$ cat src/rtl/mux_arb_pkg.sv
// Shared types and the rotating priority pick for the 8-way bit-mux arbiter.
package mux_arb_pkg;
  typedef enum logic {IDLE, GRANT} arb_state_t;

  localparam int N_REQ = 8;
  localparam int SEL_W = 3;

  typedef struct packed {
    logic             found;
    logic [SEL_W-1:0] idx;
  } pick_t;

  // Scan descending so the last hit written is the one closest to ptr.
  function automatic pick_t rr_pick(input logic [N_REQ-1:0] req,
                                    input logic [SEL_W-1:0] ptr);
    pick_t            p;
    logic [SEL_W-1:0] k;
    p = '0;
    for (int i = N_REQ-1; i >= 0; i--) begin
      k = ptr + SEL_W'(i);
      if (req[k]) begin
        p.found = 1'b1;
        p.idx   = k;
      end
    end
    return p;
  endfunction
endpackage

$ cat src/rtl/muxer8.sv
// Plain 8:1 single-bit multiplexer shared by the arbitrated requesters.
module muxer8 (
  input  logic [7:0] in,
  input  logic [2:0] sel,
  output logic       q
);
  assign q = in[sel];
endmodule

$ cat src/rtl/mux8_rr_arbiter.sv
// Round-robin burst arbiter driving a shared 8:1 bit mux with a valid/ready output.
// Optional MUX_ARB_STATS_EN adds grant_cnt (wrapping) and stall_cnt (saturating).
module mux8_rr_arbiter
  import mux_arb_pkg::*;
#(
  parameter int BURST_LEN = 4
) (
  input  logic        clk,
  input  logic        rst,
  input  logic [7:0]  req,
  input  logic [7:0]  in,
  input  logic        q_ready,
  output logic        q,
  output logic        q_valid,
  output logic [2:0]  sel,
  output logic [7:0]  gnt,
  output logic        busy
`ifdef MUX_ARB_STATS_EN
  ,
  output logic [15:0] grant_cnt,
  output logic [15:0] stall_cnt
`endif
);
  localparam int BEAT_W = 4;

  arb_state_t        state, state_n;
  logic [SEL_W-1:0]  sel_n, ptr, ptr_n;
  logic [N_REQ-1:0]  gnt_n;
  logic [BEAT_W-1:0] beat_cnt, beat_n;
  logic              xfer, last, rel;
  pick_t             pick;

  muxer8 u_mux (.in(in), .sel(sel), .q(q));

  assign busy    = (state == GRANT);
  assign q_valid = busy & req[sel];
  assign xfer    = q_valid & q_ready;
  assign last    = (beat_cnt == BEAT_W'(BURST_LEN-1));
  // Withdrawal releases without a transfer; otherwise only the final beat does.
  assign rel     = busy & (~req[sel] | (xfer & last));
  assign pick    = rr_pick(req, ptr);

  always_comb begin
    state_n = state;
    sel_n   = sel;
    gnt_n   = gnt;
    ptr_n   = ptr;
    beat_n  = beat_cnt;
    case (state)
      IDLE: begin
        if (pick.found) begin
          state_n = GRANT;
          sel_n   = pick.idx;
          gnt_n   = N_REQ'(1) << pick.idx;
          beat_n  = '0;
        end
      end
      GRANT: begin
        if (rel) begin
          state_n = IDLE;
          ptr_n   = sel + SEL_W'(1);
          gnt_n   = '0;
        end else if (xfer) begin
          beat_n = beat_cnt + BEAT_W'(1);
        end
      end
      default: state_n = IDLE;
    endcase
  end

  always_ff @(posedge clk) begin
    if (rst) begin
      state    <= IDLE;
      sel      <= '0;
      gnt      <= '0;
      ptr      <= '0;
      beat_cnt <= '0;
    end else begin
      state    <= state_n;
      sel      <= sel_n;
      gnt      <= gnt_n;
      ptr      <= ptr_n;
      beat_cnt <= beat_n;
    end
  end

`ifdef MUX_ARB_STATS_EN
  always_ff @(posedge clk) begin
    if (rst) begin
      grant_cnt <= '0;
      stall_cnt <= '0;
    end else begin
      if (rel)
        grant_cnt <= grant_cnt + 16'd1;
      if (q_valid && !q_ready && stall_cnt != 16'hFFFF)
        stall_cnt <= stall_cnt + 16'd1;
    end
  end
`endif
endmodule

$ cat config.mk
export PLATFORM = sky130hd
export DESIGN_NAME = mux8_rr_arbiter
export DESIGN_NICKNAME = d
export VERILOG_FILES = /design/src/rtl/mux_arb_pkg.sv /design/src/rtl/muxer8.sv /design/src/rtl/mux8_rr_arbiter.sv
export SDC_FILE = /design/constraint.sdc
export NUM_CORES = 1
export LEC_CHECK = 0
export CORE_MARGIN = 2
export CORE_UTILIZATION = 25
export CTS_BUF_LIST = sky130_fd_sc_hd__clkbuf_16
export CTS_CLUSTER_DIAMETER = 150
export CTS_CLUSTER_SIZE = 20
export DETAILED_ROUTE_END_ITERATION = 6
export GPL_ROUTABILITY_DRIVEN = 0
export SYNTH_ARGS = -nofsm -noshare
export SYNTH_HDL_FRONTEND = slang
export SYNTH_HIERARCHICAL = 1
export SYNTH_SLANG_ARGS = --single-unit
$ cat constraint.sdc
create_clock -name clk -period 6.5 [get_ports clk]
set_input_delay 1.3 -clock clk [delete_from_list [all_inputs] [get_ports clk]]
set_output_delay 1.3 -clock clk [all_outputs]
set_load 0.005 [all_outputs]
==> reports/qor.yml <==
post_cts_hold_buffer_count: 0
grt_first_pass_wirelength_um: 7640
final_nets: 243
width_of_the_die_um: 91.4
place.port_buffers: 32
layout_min_cycle_time_ns: 4.61
die_h_um: 91.4
hold_path_depth: 2
regToRegSetupSlack_ns: 2.44
syn-num-nets: 219
worst_hold_startpoint: "gnt[0]"
cts_made_buffers: 3
switching_part_of_the_total: 0.395
power_density_nw_per_um2: 291
rr_startpoint: "ptr[1]"
worst-slew-pin-transition_ns: 1.01
status: "finished clean"
postSynthCellCount: 196
drt-pass1-iter-count: 4
syn-mean-instance-area_um2: 9.74
number_of_global_route_vias_before_repair: 1579
number_of_antenna_violations_at_the_first_check_in_global_routing: 0
synth.yosys.seq_area_share: 0.199
proportion_of_power_drawn_by_flip_flops_and_latches: 0.248
critPathRequiredTime_ns: 5.20
pre_cts_ws_ns: 1.91
netlist_top_cells_area: "sky130_fd_sc_hd__dfxtp_1, sky130_fd_sc_hd__mux4_2, sky130_fd_sc_hd__mux2i_1"
yosys_warnings: 6
cts_post_setup_buffers_inserted: 0
floorplan.rows: 31
core_um2: 7330
synth_seq_cells: 19
utilization: 0.324
area_enclosed_by_the_die_boundary_um2: 8350
drive_gt1_frac: 0.155
setup_viol: 0
fill_cells: 739
start_util: 0.260
worst-r2r-cell-count: 9
final_hold_viol_count: 0
placed_area_um2: 2290
clkTransAtPathRegs_ns: 0.06
number_of_enable_type_register_cells_in_the_synthesized_netlist: 0
cp-start-kind: "primary input"
synth_cell_type_count: 52
dp_hpwl_um: 3580
timing_max_transition_violations_final: 0
post-route-period-util: 0.709
syn-cell-area_um2: 1910
critPathArrivalTime_ns: 3.31
grt_start_max_net_pins: 22
share_comb_of_total_power: 0.564
antenna_cells: 0
maxCapViolations: 0
internal_power_of_the_cells_w: 0.000417
tritoncts_clock_tree: "done"
endpoint_of_the_most_critical_register_to_register_path: "gnt[1]"
tns_ns: 0
number_of_gates_given_a_new_drive_strength_after_cts: 0
synth.largest_area_cell: "sky130_fd_sc_hd__dfxtp_1"
via_per_inst: 5.29
detail_route.iter0.violations: 114
setup_ws_ns: 1.89
finClkSkew_ns: 0.00493
total_routing_resource_utilization_after_global_routing: 0.111
grt_setup_unrepaired: "false"
maximum_fanout_along_the_worst_path: 11
fmax_ghz: 0.217
postRouteAntennaNets: 0
cellLeakagePower_nw: 0.814
final_cell_area_um2: 2370
ir_drop_mv: 0.126
design.portCount: 33
power.share.clock: 0.187
ys_async_sr_fraction: 0
min_to: "gnt[0]"
synth_top_area_frac: 0.199
cts_max_path_buffers: 2
via_count: 1683
area_growth_syn_to_layout_pct: 24.2
cts-htree-levels: 1
synth_top_flop_cell: "sky130_fd_sc_hd__dfxtp_1"
critPathKind: "in2out"
totalWireLength_um: 4710
timing.critical_path.to_type: "primary output"
wl_per_cell_um: 14.8
drt_drc_violations_left: 0
max_slew_margin: 0.324
hold_path_class: "reg2reg"
ys_top_cells_by_count: "sky130_fd_sc_hd__dfxtp_1, sky130_fd_sc_hd__mux2i_1, sky130_fd_sc_hd__mux4_2, sky130_fd_sc_hd__nand2_1, sky130_fd_sc_hd__nor2_1"
synthMostInstantiatedCell: "sky130_fd_sc_hd__dfxtp_1"
insertion_delay_ns: 0.25
cts_sinks: 19
grt-ovfl-total: 0
root_buffer: "sky130_fd_sc_hd__clkbuf_16"
net-switching-power_w: 0.000272
## routing by layer
| layer | GRT usage | part of all wire | vias to the layer above |
|---|---|---|---|
| met4 | 0.0189 | 0 | 0 |
| li1 | - | - | 809 |
| met1 | 0.152 | 0.49 | 826 |
| met5 | 0 | 0 | - |
| met2 | 0.182 | 0.46 | 48 |
| met3 | 0.0241 | 0.053 | 0 |
## stage by stage
step	instances	hold WS [ns]	total power [W]
5_1_grt	318	0.471	0.000736
6_report	318	0.451	0.000690
3_5_place_dp	314	0.442	0.000562
4_1_cts	318	0.458	0.000691
3_3_place_gp	314	0.441	0.000560
2_1_floorplan	196	0.444	0.000450
## logic make-up (layout without fill, tap and decap cells)
family,Yosys count,in the layout,synth area share
xor+xnor,7,7,0.0419
compound gates,45,45,0.178
flops,19,19,0.199
buf+inv,22,45,0.0531
simple gates,58,58,0.150
fa+ha+maj,4,4,0.0262
mux,41,41,0.352
## power groups by stage
stage | Sequential [W] | Clock, W | Combinational, W
after global placement | 0.000174 | 0 | 0.000386
final | 0.000171 | 0.000129 | 0.000389
after global routing | 0.000177 | 0.000137 | 0.000422
after detailed placement | 0.000175 | 0 | 0.000387
after floorplan | 0.000156 | 0 | 0.000294
after CTS | 0.000172 | 0.000131 | 0.000388
## cell usage in the layout, fill, tap and decap left out, types with 4 or more instances in the layout
cell	n
sky130_fd_sc_hd__nand2b_1	5
sky130_fd_sc_hd__mux2_2	7
sky130_fd_sc_hd__inv_1	7
sky130_fd_sc_hd__mux4_2	15
sky130_fd_sc_hd__dfxtp_1	19
sky130_fd_sc_hd__a32o_1	4
sky130_fd_sc_hd__mux2i_1	15
sky130_fd_sc_hd__a21oi_1	7
sky130_fd_sc_hd__and2_1	5
sky130_fd_sc_hd__nand2_1	15
sky130_fd_sc_hd__clkdlybuf4s50_1	32
sky130_fd_sc_hd__ha_1	4
sky130_fd_sc_hd__xor2_1	4
sky130_fd_sc_hd__nor2_1	14
sky130_fd_sc_hd__mux4_1	4
sky130_fd_sc_hd__nand3_1	4
## worst max-delay path by stage
stage / depth (start not counted) / endpoint / start / slack, ns
global route: 5 / q_valid / req[7] / 1.82
detailed placement: 5 / q_valid / req[2] / 1.91
CTS: 5 / q_valid / req[2] / 1.91
global placement: 5 / q_valid / req[7] / 1.95
floorplan: 4 / q_valid / req[7] / 3.01
finish: 5 / q_valid / req[7] / 1.89
## sequential cells by signal, summed over array words and instances, names as in the netlist
name and count:
beat_cnt 4, busy 1, gnt 8, ptr 3, sel 3
## worst max-delay path: stages
cell and delay (ns):
sky130_fd_sc_hd__clkdlybuf4s50_1 0.58, sky130_fd_sc_hd__mux4_2 0.54, sky130_fd_sc_hd__mux2i_1 0.30, sky130_fd_sc_hd__nor2b_1 0.12
sky130_fd_sc_hd__clkdlybuf4s50_1 0.46
## area by class of cell
type                       count  area, µm²  share of cell area
clock buffer                   3       75.1              0.0316
clock inverter                 1       7.51             0.00316
inverter                       8       30.0              0.0127
tap                           99        124              0.0522
sequential                    19        380               0.160
timing repair buffer          33        328               0.138
multi-input combinational    155       1430               0.602
Power figures use the tool's default switching activity.
